## src/rtl/noc_eject_collector.sv

```systemverilog
// noc_eject_collector: ejection-side network interface for one CONNECT
// receive port. Buffers flits per VC (VC0 = operand A, VC1 = operand B),
// presents matched A/B pairs over valid/ready and returns one credit per
// freed slot, round-robin between VCs when both have credits pending.
// Optional macro EJECT_DEST_CHECK_EN: flits whose dest differs from NODE_ID
// are dropped, flag dest_err, and still have their credit returned.

module noc_eject_collector #(
    parameter logic [3:0]  NODE_ID = 4'd0,
    parameter int unsigned DEPTH   = 4
) (
    input  logic        Clk,
    input  logic        reset,
    input  logic [70:0] flit_in,
    output logic        get_en,
    output logic [1:0]  credit_out,
    output logic        credit_en,
    output logic        op_valid,
    input  logic        op_ready,
    output logic [63:0] op_a,
    output logic [63:0] op_b,
    output logic        ovf_err,
    output logic        dest_err
);
    localparam int unsigned AW = $clog2(DEPTH);
    localparam int unsigned PW = $clog2(DEPTH + 1);
    localparam logic [PW-1:0] FULL_CNT = PW'(DEPTH);

    logic [63:0]   mem_q   [2][DEPTH];
    logic [63:0]   mem_d   [2][DEPTH];
    logic [AW-1:0] wp_q    [2];
    logic [AW-1:0] wp_d    [2];
    logic [AW-1:0] rp_q    [2];
    logic [AW-1:0] rp_d    [2];
    logic [PW-1:0] cnt_q   [2];
    logic [PW-1:0] cnt_d   [2];
    logic [PW-1:0] pend_q  [2];
    logic [PW-1:0] pend_d  [2];
    logic [PW:0]   pend_nx [2];

    logic rr_q, rr_d;
    logic get_en_q, get_en_d;
    logic cred_en_q, cred_en_d;
    logic cred_vc_q, cred_vc_d;
    logic ovf_q, ovf_d;
    logic derr_q, derr_d;

    logic       dest_ok;
    logic       pop;
    logic       both_pend;
    logic [1:0] push_req;
    logic [1:0] drop;
    logic [1:0] dec;
    logic [1:0] accept;

`ifdef EJECT_DEST_CHECK_EN
    assign dest_ok = (flit_in[68:65] == NODE_ID);
    logic unused_tail;
    assign unused_tail = flit_in[69];
`else
    assign dest_ok = 1'b1;
    logic unused_dest;
    assign unused_dest = ^{flit_in[69:65], NODE_ID};
`endif

    // Pair presentation straight from the registered FIFO heads
    always_comb begin
        op_valid = (cnt_q[0] != '0) && (cnt_q[1] != '0);
        op_a     = (cnt_q[0] != '0) ? mem_q[0][rp_q[0]] : '0;
        op_b     = (cnt_q[1] != '0) ? mem_q[1][rp_q[1]] : '0;
        pop      = op_valid && op_ready;
    end

    // Credit decision from counters as they stand before this edge
    always_comb begin
        get_en_d  = 1'b1;
        both_pend = (pend_q[0] != '0) && (pend_q[1] != '0);
        cred_en_d = (pend_q[0] != '0) || (pend_q[1] != '0);
        rr_d      = rr_q;
        if (both_pend) begin
            cred_vc_d = rr_q;
            rr_d      = ~rr_q;
        end else begin
            cred_vc_d = (pend_q[1] != '0);
        end
    end

    // Per-VC decode of the incoming flit and of the credit being issued
    always_comb begin
        push_req = '0;
        drop     = '0;
        dec      = '0;
        for (int unsigned v = 0; v < 2; v++) begin
            push_req[v[0]] = flit_in[70] && (flit_in[64] == v[0]) && dest_ok;
            drop[v[0]]     = flit_in[70] && (flit_in[64] == v[0]) && !dest_ok;
            dec[v[0]]      = cred_en_d && (cred_vc_d == v[0]);
        end
    end

    // FIFO push/pop, occupancy, pending credits and sticky error flags
    always_comb begin
        mem_d   = mem_q;
        wp_d    = wp_q;
        rp_d    = rp_q;
        cnt_d   = cnt_q;
        pend_d  = pend_q;
        pend_nx = '{default: '0};
        accept  = '0;
        ovf_d   = ovf_q;
        derr_d  = derr_q;
        for (int unsigned v = 0; v < 2; v++) begin
            // fullness is judged before the pop, but a simultaneous pop frees the slot
            accept[v[0]] = push_req[v[0]] && ((cnt_q[v[0]] != FULL_CNT) || pop);
            if (push_req[v[0]] && !accept[v[0]]) ovf_d = 1'b1;
            if (drop[v[0]]) derr_d = 1'b1;
            if (accept[v[0]]) begin
                mem_d[v[0]][wp_q[v[0]]] = flit_in[63:0];
                wp_d[v[0]] = wp_q[v[0]] + AW'(1);
            end
            if (pop) rp_d[v[0]] = rp_q[v[0]] + AW'(1);
            if (accept[v[0]] && !pop) begin
                cnt_d[v[0]] = cnt_q[v[0]] + PW'(1);
            end else if (!accept[v[0]] && pop) begin
                cnt_d[v[0]] = cnt_q[v[0]] - PW'(1);
            end
            pend_nx[v[0]] = {1'b0, pend_q[v[0]]} + (PW+1)'(pop)
                          + (PW+1)'(drop[v[0]]) - (PW+1)'(dec[v[0]]);
            pend_d[v[0]]  = pend_nx[v[0]][PW-1:0];
        end
    end

    // State registers with synchronous reset
    always_ff @(posedge Clk) begin
        if (reset) begin
            mem_q     <= '{default: '0};
            wp_q      <= '{default: '0};
            rp_q      <= '{default: '0};
            cnt_q     <= '{default: '0};
            pend_q    <= '{default: '0};
            rr_q      <= 1'b0;
            get_en_q  <= 1'b0;
            cred_en_q <= 1'b0;
            cred_vc_q <= 1'b0;
            ovf_q     <= 1'b0;
            derr_q    <= 1'b0;
        end else begin
            mem_q     <= mem_d;
            wp_q      <= wp_d;
            rp_q      <= rp_d;
            cnt_q     <= cnt_d;
            pend_q    <= pend_d;
            rr_q      <= rr_d;
            get_en_q  <= get_en_d;
            cred_en_q <= cred_en_d;
            cred_vc_q <= cred_vc_d;
            ovf_q     <= ovf_d;
            derr_q    <= derr_d;
        end
    end

    // Pending credits can never exceed the router's initial credit count
    always_ff @(posedge Clk) begin
        if (!reset) begin
            assert (pend_nx[0] <= (PW+1)'(DEPTH));
            assert (pend_nx[1] <= (PW+1)'(DEPTH));
        end
    end

    assign get_en     = get_en_q;
    assign credit_en  = cred_en_q;
    assign credit_out = {cred_en_q, cred_vc_q};
    assign ovf_err    = ovf_q;
    assign dest_err   = derr_q;

endmodule
```

## config.mk

```make
export PLATFORM = sky130hd
export DESIGN_NAME = noc_eject_collector
export DESIGN_NICKNAME = d
export VERILOG_FILES = /design/src/rtl/noc_eject_collector.sv
export SDC_FILE = /design/constraint.sdc
export NUM_CORES = 1
export LEC_CHECK = 0
export CAP_MARGIN = 40
export CORE_UTILIZATION = 60
export DETAILED_ROUTE_END_ITERATION = 7
export PLACE_DENSITY = 0.82
export REMOVE_ABC_BUFFERS = 1
export SYNTH_ARGS = -nofsm -noshare
export SYNTH_HDL_FRONTEND = slang
export SYNTH_SLANG_ARGS = --single-unit
```

## constraint.sdc

```tcl
create_clock -name Clk -period 7.1 [get_ports Clk]
set_input_delay 0.71 -clock Clk [delete_from_list [all_inputs] [get_ports Clk]]
set_output_delay 0.71 -clock Clk [all_outputs]
set_load 0.02 [all_outputs]
```

## Yosys cells after proc, flatten, opt, wreduce, memory -nomap -nowiden

Index checks and enable logic that the tools add are counted.

- Bits in registers: 537
- Input bits: 74
- Output and inout bits: 135
- Logic and storage cells: 100

- Add/sub/neg operators: 12
- Magnitude comparators: 6
- Eq/ne operators: 2
- Multiplexer cells: 22
- Bitwise operators: 7
- Reductions and logical operators: 30

Operator list:

| operator | count |
|---|---|
| 256-bit bitwise mux | 2 |
| 64-bit two-way mux | 8 |
| 64-bit binary-select mux with 2-bit select | 2 |
| 64-bit demux with 2-bit select | 2 |
| 1-bit logical AND | 17 |
| 3-bit greater-or-equal comparator, second input constant | 4 |
| 3-bit two-way mux | 4 |
| 2-bit inverter with 3-bit output | 4 |
| 3-bit nonzero test | 4 |
| 2-bit by 1-bit adder with 2-bit output, second input constant | 4 |
| 3-bit by 1-bit adder with 3-bit output | 2 |
| 3-bit by 1-bit adder with 3-bit output, second input constant | 2 |
| 3-bit by 1-bit < comparator with 1-bit output, second input constant | 2 |
| 3-bit inequality test, second input constant | 2 |
| 2-bit nonzero test | 3 |
| 3-bit by 1-bit subtractor with 3-bit output | 2 |
| 3-bit by 1-bit subtractor with 3-bit output, second input constant | 2 |
| 1-bit two-way mux | 4 |
| 1-bit zero test | 3 |
| 1-bit logical OR | 3 |
| 1-bit inverter | 3 |

## Longest topological paths before layout

- Depth after elaboration: 9
- Depth in mapped cells: 12

## Worst setup path before layout

Ideal clock, no wire load.

- Path kind: flip-flop to flip-flop
- Start point: register cnt_q[0] (netlist bit)
- End point: register pend_q[2] (netlist bit)
- Library setup time: 0.128 ns
- Arrival time: 2.352 ns
- Setup slack: 4.621 ns
- Stages on the path, launching flop included: 12
- Period minus slack after synthesis: 2.479 ns
- Cells stage by stage: dfxtp_1 -> or3_1 -> clkbuf_1 -> clkbuf_1 -> nand2_1 -> ha_1 -> inv_1 -> ha_1 -> fa_1 -> xnor2_1 -> xnor2_1 -> nor2_1

- Word-level cells in the longest chain between the ends: 5

RTL lines:

| item | RTL line | source |
|---|---|---|
| from (decl) | 35 | `logic [PW-1:0] cnt_q [2];` |
| from (signal assigned) | 150 | `cnt_q <= cnt_d;` |
| 3-bit nonzero test | 68 | `op_valid = (cnt_q[0] != '0) && (cnt_q[1] != '0);` |
| 1-bit logical AND | 68 |  |
| 1-bit logical AND | 71 | `pop = op_valid && op_ready;` |
| 3-bit by 1-bit adder with 3-bit output | 126 | `pend_nx[v[0]] = {1'b0, pend_q[v[0]]} + (PW+1)'(pop)` |
| 3-bit by 1-bit subtractor with 3-bit output | 127 | `+ (PW+1)'(drop[v[0]]) - (PW+1)'(dec[v[0]]);` |
| to (signal assigned) | 151 | `pend_q <= pend_d;` |
| to (decl) | 37 | `logic [PW-1:0] pend_q [2];` |

Every way passes these cells.
A chain may end at the register's enable or synchronous reset.

## Worst setup path in the final report

- Start point: register rp_q[3] (netlist bit)
- End point: output port op_a[5]

- Word-level cells in the longest chain between the ends: 5

RTL lines:

| item | RTL line | source |
|---|---|---|
| from (decl) | 33 | `logic [AW-1:0] rp_q [2];` |
| from (signal assigned) | 149 | `rp_q <= rp_d;` |
| 2-bit inverter with 3-bit output (not written as such) | 69 | `op_a = (cnt_q[0] != '0) ? mem_q[0][rp_q[0]] : '0;` |
| 64-bit binary-select mux with 2-bit select | 69 |  |
| 64-bit two-way mux (not written as such) (2 in a row) | 69 |  |
| 64-bit two-way mux | 69 |  |
| to (decl) | 20 | `output logic [63:0] op_a,` |

Every way passes these cells. The select of a mux whose other input is x is not followed.

==> reports/qor.yml <==
route:
  wirelength_um: 56000
  dr_total_vias: 16374
  ant_nets: 0
  wl_per_cell_um: 19.5
  route.detailed.drc: 0
  routed_via_density: 5.71
  drt-initial-drc-count: 977
  firstDrtPassIters: 5
pwr:
  max-vdd-ir-drop_mv: 0.218
  p_total_mw: 8.26
  power_frac_comb_pct: 24.0
  power_density_mw_per_mm2: 299
  power_switching_share_pct: 30.1
  p_int_mw: 5.77
  p_clk_share_pct: 35.2
  p_seq_share_pct: 40.8
  static-leakage-power_nw: 12.5
  p_switching_mw: 2.49
layout:
  synthToLayoutAreaGrowth_pct: 17.0
  final_area_mm2: 0.0276
  layoutNonFillerInstCount: 2867
  layout.nets: 2396
  nFillCells: 2786
  layout_common_cells: "nand2_1, dfxtp_1, mux2i_1, clkdlybuf4s50_1, mux4_2"
  drive_gt1_share_pct: 11.6
  utilization_pct: 71.3
  final_common_cell: "nand2_1"
clock_network:
  cts_made_buffers: 52
  clockBufferDepth: 3
  cts_tree: "done"
  cts_sinks: 537
  cts_root_buf: "clkbuf_16"
  cts_hold_buffers: 0
  h-tree-depth: 2
  clkLatencyLatePin_ns: 0.60
  clk_pin_slew_worst_paths_ns: 0.06
  cts_setup_buffers: 0
  cts-resized-gates: 0
logic_synthesis:
  avgSynthCellArea_um2: 10.8
  ys_seq_elements: 537
  yosysSeqAreaShare_pct: 45.6
  ys_types: 44
  syn_inst: 2186
  ys_warn_count: 0
  syn-cell-area_mm2: 0.0236
sta:
  finalHoldViolations: 0
  relSlewSlack_pct: 41.3
  tightest_slew_ns: 0.881
  max_freq_mhz: 240
  timing.final.ws_setup_ns: 2.93
  rsz0062_at_grt: "no"
  period_minus_slack_ns: 4.17
  post-route-period-util_pct: 58.8
  slew_violations: 0
  setup_viol: 0
  tns_ns: 0
  whs_ns: 0.454
  skew_ns: 0.0163
floorplanning:
  ios: 209
  fp.dieArea_mm2: 0.0401
  rows: 72
  die_h_um: 200
  start_util_pct: 60.9
  core_area_mm2: 0.0387
  die_w_um: 200
global_route:
  grt_max_degree: 138
  grt_pass1_vias: 16889
  antenna_found_initial: 1
  grt.overflow.total: 0
  grt_pass1_wl_um: 89900
  track_usage_pct: 28.1
worst_hold_path:
  hold_path_class: "reg2reg"
worst_setup_path:
  required_ns: 6.39
  critPathCaptureType: "output pin"
  critical_path_class: "reg2out"
  cp-start-kind: "flip-flop"
  critical_path.top_delay_family: "buffers and inverters"
  crit_path_cell_trace: "buf_12 -> buf_4 -> mux4_2 -> nor2b_1 -> clkdlybuf4s50_1"
  crit_arrival_ns: 3.46
  cpMaxStageDelayCell: "dfxtp_4"
  crit_fanout: 24
  cp_num_buf_inv: 3
  slowest_delay_ns: 0.70
  r2r_slack_ns: 4.21
run_status:
  status: "finished, final reports clean"
run:
  maxCapViolations: 0
placed_design:
  place_ws_ns: 3.49
  port_buffers: 202
  place_area_mm2: 0.0258
  dp_hpwl_um: 33400
  place_inst: 2768
  place_congestion: 0.775
[registers in the layout, summed over array words and instances (netlist names)]
signal	count
cred_vc_q	1
rp_q	4
get_en	1
credit_en	1
cnt_q	6
rr_q	1
pend_q	6
wp_q	4
ovf_err	1
mem_q	512
[synthesized netlist by cell type (all sizes together)]
master | count | share of area (%)
nand2 | 583 | 9.3
dfxtp | 537 | 46
mux2i | 516 | 22
mux4 | 128 | 12
buf | 88 | 2.5
clkbuf | 83 | 1.3
nor2b | 69 | 1.8
and2 | 66 | 1.8
nor2 | 16 | 0.25
ha | 14 | 0.74
inv | 14 | 0.22
a21oi | 7 | 0.15
nor3 | 7 | 0.17
o21ai | 6 | 0.13
or3 | 6 | 0.16
xor2 | 5 | 0.19
fa | 4 | 0.34
mux2 | 4 | 0.19
nand3b | 4 | 0.13
o211ai | 4 | 0.13
a22o | 2 | 0.074
a22oi | 2 | 0.085
and3b | 2 | 0.074
and4b | 2 | 0.085
nand3 | 2 | 0.042
o32a | 2 | 0.085
or3b | 2 | 0.074
xnor2 | 2 | 0.074
a211oi | 1 | 0.032
clkinv | 1 | 0.016
conb | 1 | 0.016
nand2b | 1 | 0.027
nor3b | 1 | 0.032
o21ba | 1 | 0.042
o22a | 1 | 0.037
o31a | 1 | 0.037
o31ai | 1 | 0.032
[layout make-up]
| class | count | area (um^2) | share of cell area (%) |
|---|---|---|---|
| clock buffers | 76 | 1580 | 5.73 |
| repair buffers | 235 | 2380 | 8.64 |
| well taps | 518 | 648 | 2.35 |
| diodes | 1 | 2.50 | 0.00907 |
| flip-flops and latches | 537 | 10800 | 39.0 |
| clock inverters | 22 | 249 | 0.902 |
| inverters | 15 | 63.8 | 0.231 |
| multi-input cells | 1463 | 11900 | 43.1 |
[power groups by stage]
stage	combinational [mW]	clock (mW)	sequential, mW
after floorplan	1.22	0	3.45
after global placement	1.87	0	3.44
after detailed placement	1.98	0	3.43
after CTS	1.99	2.95	3.37
after global routing	2.11	3.07	3.39
final	1.99	2.91	3.37
[worst register-to-register path: cells and delay by family (launching register included)]
kind / cells / cell delay [ns]
adder cells (fa/ha/maj): 3 / 0.81
flip-flops: 1 / 0.37
AND/OR/NAND/NOR: 4 / 1.06
buffers and inverters: 3 / 0.39
XOR/XNOR: 1 / 0.17
[cell families (layout without fill, tap and decap cells)]
family	after synthesis	count (layout)	synth area share, %
and+or+nand+nor	761	761	13.9
muxes	648	648	34.3
DFF	537	537	45.6
buffers and inverters	186	348	4.05
AOI/OAI and AO/OA	28	28	0.827
adders and majority gates	18	18	1.08
xor gates and xnor gates	7	7	0.260
other	1	2	0.0159
[path summary, 6_finish.rpt]
path / from / to / depth (start not counted)
min reg2reg: mem_q[398] / mem_q[398] / 2
min: mem_q[398] / mem_q[398] / 2
max reg2reg: cnt_q[0] / pend_q[5] / 11
max: rp_q[3] / op_a[5] / 5
[routing by layer]
layer	track usage, %	up-vias	wire [um]
met1	37.2	8150	24800
met3	4.64	90	2820
met2	46.9	429	27000
met4	9.05	0	1410
met5	0	-	0
li1	-	7705	-
No activity file was read; power rests on OpenSTA's default activity.
==> edit 1, RTL diff (same flow settings) <==
Add a define of `EJECT_DEST_CHECK_EN`.
--- a/src/rtl/noc_eject_collector.sv
+++ b/src/rtl/noc_eject_collector.sv
@@ -4,6 +4,8 @@
 // freed slot, round-robin between VCs when both have credits pending.
 // Optional macro EJECT_DEST_CHECK_EN: flits whose dest differs from NODE_ID
 // are dropped, flag dest_err, and still have their credit returned.
+
+`define EJECT_DEST_CHECK_EN
 
 module noc_eject_collector #(
     parameter logic [3:0]  NODE_ID = 4'd0,
Behaviour: not the same (a bounded check fails within 4 cycles, from zero or initial values and one cycle with reset high).
==> edit 1 against the original RTL <==
Wire length grew 2.7%; global-route usage rose by 0.41 points; via count increased by 1.3%; sequential cell count increased by 1; maximum frequency is 4.7% higher; synthesized cell count down 0.14%; synthesized area rose by 0.79%; worst setup slack gained 0.19 ns; core utilization up 0.28 points; cell area rose by 0.62%; sequential share of layout area down 0.17 points; highest routed layer is now met5.
Power is not compared: it rests on default switching activity, and its combinational part moved more than twofold at a synthesized area within 25%.
==> edit 1: results (changes against the original RTL) <==
Synth cell types 35 (-20%); first-pass GRT wire length 91.6 mm (+1.9%); RR Endpoint pend_q[2]; Signal buffers 243 (+3.4%); routability cong. 0.761 (-1.8%); Max Fclk 0.251 GHz (+4.7%); Cell Area, Synth 0.0238 mm2 (+0.79%); met3 usage in global routing 4.53% (-0.11 points); mux cell area share after synthesis 34.0% (-0.27 points); Hold Path Sink mem_q[424]; outcome finished clean; crit path DAT 3.27 ns (-0.19 ns); largest cells by area after synthesis dfxtp_1 45%, mux2i_1 22%, mux4_2 12%; buffering overhead 8.99% (+0.35 points); Final clock-cell share 6.21% (-0.42 points); n_diodes 2 (+1); M2 GR Usage 46.7% (-0.16 points); Slew HR 42.1% (+0.80 points); initial antenna violation count 3 (+2); Placed Area 0.0260 mm2 (+1.1%); CP Max Fanout 44 (+83%); WL met1 25.1 mm (+1.1%); crit path from rp_q[2]; largest net degree at the start of global routing 141 (+2.2%); Setup Skew 0.0214 ns (+0.00510 ns); met2 WL 27.5 mm (+1.8%); area of the multi-input gates 0.0120 mm2 (+1.2%); flops & latches, synth 538 (+0.19%); fin cells 2,873 (+0.21%); Max Buffers Root-to-Sink 3 (unchanged); reg2reg start cnt_q[3]; WL final 57.5 mm (+2.7%); Post-Synth Adder-Cell Area 1.14% (+0.055 points); XOR/XNOR Fraction of Synth Area 0.295% (+0.035 points); number of global-route vias before repair 17,053 (+0.97%); met3 wire len 3.53 mm (+25%); syn avg cell area 10.9 um2 (+0.93%); GRT Overall Usage 28.5% (+0.41 points); CP endpoint op_a[63]; synth cell count leaders 582 x nand2_1, 538 x dfxtp_1, 516 x mux2i_1; Inserted Clock Buffers 54 (+3.8%); R2R Setup Slk 4.27 ns (+0.06 ns); post-DP HPWL 34.3 mm (+2.8%); Worst Hold Slack 0.457 ns (+0.00248 ns); Final Net Count 2,402 (+0.25%); hold path startpoint mem_q[424]; top layer in use met5; share of layout cells above drive strength 1 11.1% (-0.49 points); CLK BUF 87 (+14%); vias per inst 5.78 (+1.1%); Iteration-0 DRC Markers 1,117 (+14%)
edit 1: cell types whose count changed after synthesis, sizes merged, moves of 4 or more:
cell,before,now
clkbuf,83,87
o211ai,4,0
nand3b,4,0
nor2b,69,7
o2111ai,0,8
and2,66,129
edit 1: power breakdown:
part	internal (uW)	leakage [uW]	total [uW]	switching, uW
logic	148	0.00748	365	217
registers	3050	0.00434	3060	18.9
clock network	1630	0.000848	2800	1170
edit 1: cells by family (layout without fill, tap and decap cells):
| kind of cell | after synthesis | count (layout) |
|---|---|---|
| AOI/OAI and AO/OA | 28 | 28 |
| muxes | 648 | 648 |
| DFF | 538 | 538 |
| other | 0 | 2 |
| buffers and inverters | 187 | 357 |
| adders and majority gates | 18 | 18 |
| and+or+nand+nor | 756 | 756 |
| xor gates and xnor gates | 8 | 8 |
edit 1: critical path: stages (launching register included):
cell and delay (ns):
dfxtp_4 0.62, buf_4 0.71, mux4_2 0.58, and2_1 0.20
clkdlybuf4s50_1 0.54
==> edit 2, RTL diff (config.mk and constraints unchanged) <==
Without the edit above. Make the reset (`reset`) asynchronous in one clocked block. Comments in the files are not updated.
--- a/src/rtl/noc_eject_collector.sv
+++ b/src/rtl/noc_eject_collector.sv
@@ -130,7 +130,7 @@
     end
 
     // State registers with synchronous reset
-    always_ff @(posedge Clk) begin
+    always_ff @(posedge Clk or posedge reset) begin
         if (reset) begin
             mem_q     <= '{default: '0};
             wp_q      <= '{default: '0};
Formal check against the unedited RTL: differs if reset is asserted again (counterexample within 4 cycles, from zero or initial values and one cycle with reset high); with reset held inactive, the same outputs for 4 cycles.
==> edit 2 against the original RTL <==
Sequential cell count stayed put; worst setup slack worse by 0.30 ns; critical path depth is 1 lower; non-clock buffer count is 2 lower; synthesized area is 8.9% higher; wire length is 0.35% higher; cell area is 8.5% higher; critical path type unchanged.
Power is not compared: it rests on default switching activity, and its combinational part moved more than twofold at a synthesized area within 25%.
==> edit 2: results (changes against the original RTL) <==
number of global-route vias before repair 15,226 (-9.8%); Slowest-stage cell, CP dfrtp_4; post-DP HPWL 32.3 mm (-3.3%); share of layout cells above drive strength 1 45.0% (+33 points); Inserted Clock Buffers 56 (+7.7%); Final clock-cell share 6.56% (-0.080 points); Place WS 3.18 ns (-0.313 ns); Multi-input comb cells 857 (-41%); RR Endpoint pend_q[5]; largest cells by area after synthesis dfrtp_1 52%, mux2_4 16%, mux4_2 11%; reg2reg start cnt_q[0]; Synth cell types 32 (-27%); CTS Sinks 537 (unchanged); router iterations before antenna repair 4 (-1); Tmin final 4.47 ns (+0.302 ns); Iteration-0 DRC Markers 1,004 (+2.8%); first-pass GRT wire length 91.2 mm (+1.5%); Signal buffers 233 (-0.85%); largest net degree at the start of global routing 199 (+44%); Final Net Count 1,794 (-25%); post-synthesis sequential area ratio 52.3% (+6.7 points); met3 wire len 2.43 mm (-14%); Slew HR 30.2% (-11 points); R2R Setup Slk 3.90 ns (-0.31 ns); Setup Skew 0.0193 ns (+0.00299 ns); hold path startpoint rr_q; crit path from rp_q[2]; Cell Area, Synth 0.0257 mm2 (+8.9%); WL final 56.2 mm (+0.35%); routability cong. 0.740 (-4.6%); placed instance count 2,183 (-21%); asr flop ratio synth 100% (+100 points); detailed-route via count 13,742 (-16%); crit path DAT 3.76 ns (+0.30 ns); initial antenna violation count 3 (+2); buffering overhead 7.92% (-0.72 points); Placed Area 0.0280 mm2 (+8.6%); Hold Path Sink rr_q; WL met1 25.5 mm (+2.8%); outcome finished clean; Synth Flop Type dfrtp_1; Gate Count Post-Synth 1,509 (-31%); Filler cells 2,603 (-6.6%); WHS Path Cells 1 (-1); area delta synth->final 16.6%; synth cell count leaders 537 x dfrtp_1, 269 x mux2_4, 248 x mux2_2; CLK BUF 82 (+7.9%); top layer in use met5; met2 WL 27.3 mm (+1.2%); area of the multi-input gates 0.0114 mm2 (-4.1%); crit-path max cell delay 0.90 ns (+0.20 ns); CP Max Fanout 36 (+50%)
[edit 2: changes by cell type after synthesis, sizes merged, moves of 10 or more]
cell    delta
xnor2     +10
clkbuf    -64
mux2     +513
dfxtp    -537
dfrtp    +537
mux2i    -516
and2      +62
nor2b     -69
nand2    -576
[edit 2: cells by family after synthesis]
group / share of synthesized area (%)
AOI/OAI and AO/OA: 0.979
xor gates and xnor gates: 0.579
adders and majority gates: 0.993
buffers and inverters: 3.26
DFF: 52.3
muxes: 37.8
other: 0.0292
and+or+nand+nor: 4.05
[edit 2: per-layer routing]
| layer | vias to the layer above | global-route usage (%) |
|---|---|---|
| li1 | 5886 | - |
| met2 | 280 | 43.2 |
| met5 | - | 0 |
| met4 | 6 | 6.74 |
| met3 | 75 | 4.69 |
| met1 | 7495 | 39.4 |
[edit 2: power by group]
part	total [uW]	switching [uW]	internal, uW
registers	5680	1040	4640
logic	8400	3450	4960
clock network	3110	1210	1900
